### config.mk
export PLATFORM = sky130hd
export DESIGN_NAME = uart_rx_cfg_flat
export DESIGN_NICKNAME = d
export VERILOG_FILES = /design/src/rtl/uart_rx_cfg_if.sv /design/src/rtl/uart_rx_cfg.sv /design/src/flat_wrapper.sv
export SDC_FILE = /design/constraint.sdc
export NUM_CORES = 1
export LEC_CHECK = 0
export BUFFER_PORTS_ARGS = -buffer_cell sky130_fd_sc_hd__buf_2
export CAP_MARGIN = 20
export CORE_UTILIZATION = 62
export DETAILED_ROUTE_END_ITERATION = 6
export PLACE_DENSITY = 0.89
export SLEW_MARGIN = 20
export SYNTH_ARGS = -nofsm -noshare
export SYNTH_HDL_FRONTEND = slang
export SYNTH_SLANG_ARGS = --single-unit
### constraint.sdc
create_clock -name clk -period 5.2 [get_ports clk]
set_input_delay 0.26 -clock clk [delete_from_list [all_inputs] [get_ports clk]]
set_output_delay 0.26 -clock clk [all_outputs]
set_load 0.01 [all_outputs]
### src/rtl/uart_rx_cfg_if.sv
// Signal bundle between the serial pin side and the UART receiver outputs.
// The master modport is the receiver; the slave modport is the line driver and consumer.
interface uart_rx_cfg_if #(
  parameter int DBIT = 8
);
  logic            rx;
  logic            s_tick;
  logic            rx_done_tick;
  logic [DBIT-1:0] rx_dout;
  logic            parity_err;
  logic            frame_err;
  logic            break_det;

  modport master (
    input  rx, s_tick,
    output rx_done_tick, rx_dout, parity_err, frame_err, break_det
  );

  modport slave (
    output rx, s_tick,
    input  rx_done_tick, rx_dout, parity_err, frame_err, break_det
  );
endinterface

### src/rtl/uart_rx_cfg.sv
// Configurable UART receiver: synchronised input, 3-sample majority vote per bit,
// false-start rejection, parity/framing/break reporting and a held output word.
module uart_rx_cfg #(
  parameter int DBIT    = 8,
  parameter int OVS     = 16,
  parameter int PARITY  = 0,
  parameter int SB_TICK = 16
) (
  input logic           clk,
  input logic           reset_n,
  uart_rx_cfg_if.master bus
);

  localparam int SMAX = (OVS > SB_TICK) ? OVS : SB_TICK;
  localparam int SW   = $clog2(SMAX);
  localparam int NW   = $clog2(DBIT);

  localparam logic [SW-1:0] S_V0   = SW'(OVS/2 - 1);
  localparam logic [SW-1:0] S_V1   = SW'(OVS/2);
  localparam logic [SW-1:0] S_V2   = SW'(OVS/2 + 1);
  localparam logic [SW-1:0] S_BEND = SW'(OVS - 1);
  localparam logic [SW-1:0] S_SEND = SW'(SB_TICK - 1);
  localparam logic [NW-1:0] N_LAST = NW'(DBIT - 1);

  typedef enum logic [2:0] {
    ST_IDLE,
    ST_START,
    ST_DATA,
    ST_PAR,
    ST_STOP,
    ST_RECOVER
  } state_t;

  state_t          state, state_n;
  logic [SW-1:0]   s, s_n;
  logic [NW-1:0]   n, n_n;
  logic [DBIT-1:0] b, b_n;
  logic            v0, v0_n, v1, v1_n;
  logic            par_q, par_n;
  logic            stp_q, stp_n;
  logic            sync1, rx_s;
  logic            maj, stop_bit;
  logic            done_n, pe_n, fe_n, bd_n;
  logic [DBIT-1:0] dout_n;

  always_ff @(posedge clk or negedge reset_n) begin
    if (!reset_n) begin
      sync1 <= 1'b1;
      rx_s  <= 1'b1;
    end else begin
      sync1 <= bus.rx;
      rx_s  <= sync1;
    end
  end

  always_ff @(posedge clk or negedge reset_n) begin
    if (!reset_n) begin
      state            <= ST_IDLE;
      s                <= '0;
      n                <= '0;
      b                <= '0;
      v0               <= 1'b0;
      v1               <= 1'b0;
      par_q            <= 1'b0;
      stp_q            <= 1'b0;
      bus.rx_done_tick <= 1'b0;
      bus.rx_dout      <= '0;
      bus.parity_err   <= 1'b0;
      bus.frame_err    <= 1'b0;
      bus.break_det    <= 1'b0;
    end else begin
      state            <= state_n;
      s                <= s_n;
      n                <= n_n;
      b                <= b_n;
      v0               <= v0_n;
      v1               <= v1_n;
      par_q            <= par_n;
      stp_q            <= stp_n;
      bus.rx_done_tick <= done_n;
      bus.rx_dout      <= dout_n;
      bus.parity_err   <= pe_n;
      bus.frame_err    <= fe_n;
      bus.break_det    <= bd_n;
    end
  end

  // Third sample is the live line value; the first two were latched on earlier ticks.
  assign maj      = (v0 & v1) | (v0 & rx_s) | (v1 & rx_s);
  // With SB_TICK = OVS/2+2 the stop vote and frame completion land on the same tick.
  assign stop_bit = (s == S_V2) ? maj : stp_q;

  always_comb begin
    state_n = state;
    s_n     = s;
    n_n     = n;
    b_n     = b;
    v0_n    = v0;
    v1_n    = v1;
    par_n   = par_q;
    stp_n   = stp_q;
    done_n  = 1'b0;
    dout_n  = bus.rx_dout;
    pe_n    = bus.parity_err;
    fe_n    = bus.frame_err;
    bd_n    = bus.break_det;

    if (bus.s_tick && state != ST_IDLE && state != ST_RECOVER) begin
      if (s == S_V0) v0_n = rx_s;
      if (s == S_V1) v1_n = rx_s;
    end

    unique case (state)
      ST_IDLE: begin
        if (!rx_s) begin
          s_n     = '0;
          state_n = ST_START;
        end
      end
      ST_START: begin
        if (bus.s_tick) begin
          if (s == S_V2 && maj) begin
            state_n = ST_IDLE;
          end else if (s == S_BEND) begin
            s_n     = '0;
            n_n     = '0;
            state_n = ST_DATA;
          end else begin
            s_n = s + 1'b1;
          end
        end
      end
      ST_DATA: begin
        if (bus.s_tick) begin
          if (s == S_V2) b_n = {maj, b[DBIT-1:1]};
          if (s == S_BEND) begin
            s_n = '0;
            if (n == N_LAST) state_n = (PARITY != 0) ? ST_PAR : ST_STOP;
            else             n_n     = n + 1'b1;
          end else begin
            s_n = s + 1'b1;
          end
        end
      end
      ST_PAR: begin
        if (bus.s_tick) begin
          if (s == S_V2) par_n = maj;
          if (s == S_BEND) begin
            s_n     = '0;
            state_n = ST_STOP;
          end else begin
            s_n = s + 1'b1;
          end
        end
      end
      ST_STOP: begin
        if (bus.s_tick) begin
          if (s == S_V2) stp_n = maj;
          if (s == S_SEND) begin
            s_n    = '0;
            done_n = 1'b1;
            dout_n = b;
            pe_n   = (PARITY == 0) ? 1'b0 : ((^b ^ par_q) ^ (PARITY == 2));
            fe_n   = !stop_bit;
            bd_n   = !stop_bit && (b == '0) && (PARITY == 0 || !par_q);
            state_n = (!stop_bit && !rx_s) ? ST_RECOVER : ST_IDLE;
          end else begin
            s_n = s + 1'b1;
          end
        end
      end
      ST_RECOVER: begin
        if (rx_s) state_n = ST_IDLE;
      end
      default: state_n = ST_IDLE;
    endcase
  end

endmodule

### src/flat_wrapper.sv
// flat-port wrapper written by rule: the top's interface ports become plain ports
module uart_rx_cfg_flat 
#(
  parameter int DBIT    = 8,
  parameter int OVS     = 16,
  parameter int PARITY  = 0,
  parameter int SB_TICK = 16
)
  (clk, reset_n, bus_rx, bus_s_tick, bus_rx_done_tick, bus_rx_dout, bus_parity_err, bus_frame_err, bus_break_det);
  uart_rx_cfg_if #(.DBIT(DBIT)) bus_i ();
  input logic clk;
  input logic reset_n;
  input wire logic [$bits(bus_i.rx)-1:0] bus_rx;
  input wire logic [$bits(bus_i.s_tick)-1:0] bus_s_tick;
  output wire logic [$bits(bus_i.rx_done_tick)-1:0] bus_rx_done_tick;
  output wire logic [$bits(bus_i.rx_dout)-1:0] bus_rx_dout;
  output wire logic [$bits(bus_i.parity_err)-1:0] bus_parity_err;
  output wire logic [$bits(bus_i.frame_err)-1:0] bus_frame_err;
  output wire logic [$bits(bus_i.break_det)-1:0] bus_break_det;
  assign bus_i.rx = bus_rx;
  assign bus_i.s_tick = bus_s_tick;
  assign bus_rx_done_tick = bus_i.rx_done_tick;
  assign bus_rx_dout = bus_i.rx_dout;
  assign bus_parity_err = bus_i.parity_err;
  assign bus_frame_err = bus_i.frame_err;
  assign bus_break_det = bus_i.break_det;
  uart_rx_cfg #(.DBIT(DBIT), .OVS(OVS), .PARITY(PARITY), .SB_TICK(SB_TICK)) u_core (.clk(clk), .reset_n(reset_n), .bus(bus_i));
endmodule
; Word level (Yosys, flattened, before mapping)
; Index checks and enable logic that the tools add are counted.
[word_totals]
regBits = 34
input_bits = 4
out_inout_bits = 12
wordCells = 98
[op_classes]
n_addsub = 2
n_eq_ne = 26
mux = 31
n_bitwise = 5
n_reduce_logical = 21
[ops]
columns = operator, count
row1 = 3-bit 2-to-1 mux, 19
row2 = 4-bit 2-to-1 mux, 5
row3 = 3-bit case mux with 6 select lines, 1
row4 = "2-bit by 1-bit != test with 1-bit output, second input constant", 7
row5 = "2-bit != test, second input constant", 7
row6 = "4-bit equality test, second input constant", 3
row7 = 4-bit case mux with 3 select lines, 1
row8 = 11-bit AND reduction, 1
row9 = "3-bit equality test, second input constant", 3
row10 = 8-bit zero test, 1
row11 = 7-bit AND reduction, 1
row12 = "3-bit by 2-bit equality test with 1-bit output, second input constant", 2
row13 = 3-bit case mux with 2 select lines, 1
row14 = 2-bit AND reduction, 3
row15 = 3-bit AND reduction, 2
row16 = 3-bit nonzero test, 2
row17 = 1-bit logical AND, 5
row18 = 5-bit AND reduction, 1
row19 = "4-bit by 1-bit adder with 4-bit output, second input constant", 1
row20 = "4-bit by 3-bit equality test with 1-bit output, second input constant", 1
row21 = 1-bit 2-to-1 mux, 4
row22 = "3-bit by 1-bit adder with 3-bit output, second input constant", 1
row23 = 1-bit AND, 3
row24 = "3-bit by 1-bit equality test with 1-bit output, second input constant", 1
row25 = other kinds (7), 9

; Logic depth before layout (Yosys ltp)
[logic_depth]
word_depth = 10
mapped_depth = 6
mapped_depth_nobuf = 6

; Least setup slack after synthesis
; No wires, ideal clock.
[synth_timing]
kind = register to register
start = register u_core.s[0]
end = register u_core.s[0]
setup_ps = 125
arrival_time_ps = 1667
required_ps = 5075
setup_slack_ps = 3408
path_stages_with_launch = 6
path_buffers = 0
period_less_slack_ps = 1792
path_cell_list = dfrtp_1 -> ha_1 -> and3b_1 -> a2111o_1 -> and2_4 -> mux2_4
[synth_between]
elab_chain_cells = 5
elab_cells_between_ends = 11
cone_classes = add/sub: 1 / eq/ne: 3 / mux: 5 / reduce/logical: 2
[synth_rtl]
columns = element, line_no
row1 = from (decl), uart_rx_cfg.sv:35  ; logic [SW-1:0] s, s_n;
row2 = from (signal assigned), uart_rx_cfg.sv:73  ; s <= s_n;
row3 = 4-bit by 1-bit adder with 4-bit output / 4-bit equality test (equally long branches), -
row4 = 4-bit 2-to-1 mux, -
row5 = 4-bit 2-to-1 mux, uart_rx_cfg.sv:122  ; if (s == S_V2 && maj) begin
row6 = 4-bit 2-to-1 mux, uart_rx_cfg.sv:121  ; if (bus.s_tick) begin
row7 = 4-bit case mux with 3 select lines, uart_rx_cfg.sv:113  ; unique case (state)
; Parallel ways exist; a longest one is shown, timed or not. The select of a mux whose other input is x is not followed.
; A chain may end at the register's enable or synchronous reset.

; Worst setup path after layout
[layout_timing]
start = register u_core.s[0]
end = register u_core.bus.rx_dout[0]
[layout_between]
elab_chain_cells = 2
[layout_rtl]
columns = element, line_no
row1 = 4-bit equality test, uart_rx_cfg.sv:159  ; if (s == S_SEND) begin
row2 = 3-bit AND reduction (no line), -
row3 = to (signal assigned), uart_rx_cfg.sv:81  ; bus.rx_dout <= dout_n;
row4 = to (decl), uart_rx_cfg_if.sv:16  ; output rx_done_tick, rx_dout, parity_err, frame_err, break_det
; Every way passes these cells.

==> qor.yml <==
yosys.area.top_type: "dfrtp_1"
path_class: "flip-flop to flip-flop"
place.gp.congestion: 0.868
seq_area_um2: 853
drv_slew: 0
slowest_stage: "mux2_2"
ios: 16
async_reset_ff_share_pct: 100
finalSetupViolations: 0
antenna_found_initial: 0
viasPerCell: 6.28
clk_pin_slew_ps: 110
timing.fmax_mhz: 491
wl_per_cell_um: 17.4
area_delta_synth_final_pct: 8.63
grtUsageTotal_pct: 26.2
clock-root-buffer: "clkbuf_4"
core_um2: 2540
ys_seq_elements: 34
hold_class: "input pin to flip-flop"
cp_data_required_time_ps: 5440
ys_seq_area_share_pct: 49.9
vias: 1225
cts_resized: 0
cp_cell_sequence: "ha_1 > and4_1 > nand3_1 > mux2_2"
cp-end-kind: "flip-flop"
syn_inst: 150
clock-sinks: 34
yosys-top-cells-area: "dfrtp_1 (47%), mux2_2 (13%), ha_1 (3.7%), dfstp_2 (3.1%), nand3_1 (2.3%)"
syn_area_um2: 1710
fin_crit_ps: 2040
insertion_delay_ps: 350
layout-drive-gt1-share_pct: 29.1
die-height_um: 54.5
max_cap_viol_count: 0
dr.pass1.iters: 5
setup_ws_ps: 3160
cts_tree: "built"
syn_avg_cell_area_um2: 11.4
num_antenna_cells: 0
tns_ps: 0
critPathArrivalTime_ps: 2270
die-width_um: 54.5
hpwl_mm: 2.46
postCtsSetupBuffers: 0
synth.most_common_cell: "dfrtp_1"
grt_max_degree: 35
postCtsHoldBufs: 1
status: "finished, final reports clean"
skew_ps: 9.97
grt_pass1_wl_mm: 5.29
power_leakage_nw: 0.921
synth_cell_type_count: 45
tightest_slew_ps: 726
start_kind: "flip-flop"
drc_errors: 0
ant_nets: 0
cts_buffer_depth: 2
wl_mm: 3.39
relSlewSlack_pct: 51.6
rsz0062_at_grt: "no"
ir_worst_vdd_mv: 0.298
cts_buffers: 5
nFillCells: 193
htreeDepth: 2
crit_fanout: 12
synth_top_area_share_pct: 46.8
grt_pass1_vias: 1123
multi_input_area_um2: 779
synth-edff-count: 0
yosys-top-cells-count: "dfrtp_1 (32), mux2_2 (19), inv_1 (9), nand3_1 (8), o21ai_0 (8)"
synth_fp_nets: 159
yosysWarnings: 0
hold_viol_final: 0
synth_top_flop_cell: "dfrtp_1"
portBuffers: 14
fin_crit_sh_pct: 39.1
floorplan.initialDensity_pct: 67.2
dp_slack_ps: 3170
initialDrtViolationCount: 51
dieArea_um2: 2970
nets: 173
grt-ovfl-total: 0
rows: 18
power_density_nw_per_um2: 379
cpPeakStageDelay_ps: 460
report_power, final:
part           total [mW]  internal [mW]  switching (mW)
clock network       0.157         0.0649          0.0920
registers           0.352          0.299          0.0525
logic               0.196         0.0893           0.107
state kept, by name, summed over array words and instances (netlist names), 3 cells and up:
signal	cells
u_core.b	8
u_core.state	3
u_core.s	4
u_core.bus.rx_dout	8
u_core.n	3
cell usage in the layout (no fill, tap or decap), types with 2 or more instances in the layout:
cell type	count
ha_1	5
nand2_1	6
dfstp_2	2
a41oi_1	2
xor2_1	2
nand3_1	8
a22oi_1	2
mux2i_1	2
mux2_2	19
a21oi_1	2
nor2_1	3
or3_1	2
a31oi_1	2
o21ai_0	8
clkbuf_4	5
nand3b_1	2
buf_2	14
o2bb2ai_1	2
nor3_1	2
nor2b_1	2
nor3b_1	2
dlygate4sd3_1	2
nor4_1	4
dfrtp_1	32
inv_1	9
and3_1	2
cells by family after synthesis:
| kind of cell | after synthesis | synth area share (%) |
|---|---|---|
| flops | 34 | 49.9 |
| simple gates | 39 | 13.2 |
| compound gates | 28 | 12.2 |
| mux | 22 | 14.6 |
| xor+xnor | 2 | 1.02 |
| other cells | 1 | 0.219 |
| fa+ha+maj | 6 | 4.32 |
| buf+inv | 18 | 4.54 |
final cells by class:
| cell class | count | share of cell area, % |
|---|---|---|
| timing repair buffer | 16 | 4.85 |
| sequential | 34 | 45.9 |
| clock inverter | 2 | 0.673 |
| tap | 30 | 2.02 |
| clock buffer | 6 | 2.76 |
| multi-input combinational | 98 | 42.0 |
| inverter | 9 | 1.82 |
critical path: cells and delay by family, from the launching register on:
kind	cells	cell delay, ps
and+or+nand+nor	2	730
muxes	1	460
DFF	1	450
adders and majority gates	1	290
stage by stage:
step	std cells	utilization [%]	power [mW]	area, um2	hold WS (ps)
floorplan	150	-	0.499	1710	-35.6
global placement	185	69.7	0.530	1770	333
detailed placement	185	69.7	0.549	1770	355
CTS	194	72.6	0.705	1850	0.170
global route	195	73.0	0.745	1860	253
finish	195	73.0	0.705	1860	257
worst paths after layout:
path	startpoint	end	slack, ps	depth (start not counted)
setup / recovery	u_core.s[0]	u_core.bus.rx_dout[0]	3160	4
hold / removal	bus_s_tick	u_core.stp_q	260	2
setup reg to reg	u_core.s[0]	u_core.bus.rx_dout[0]	3160	4
hold reg to reg	u_core.sync1	u_core.rx_s	370	0
max in group asynchronous	reset_n	u_core.b[7]	4230	2
min in group asynchronous	reset_n	u_core.n[0]	500	2
metal layers:
layer / track usage, % / share of wire [%] / up-vias
met5: 0 / 0 / -
met4: 9.83 / 1.7 / 0
met3: 8.61 / 6.0 / 6
met2: 41.9 / 49 / 40
met1: 32.8 / 44 / 598
li1: - / - / 581
(Power assumes the default switching activity.)
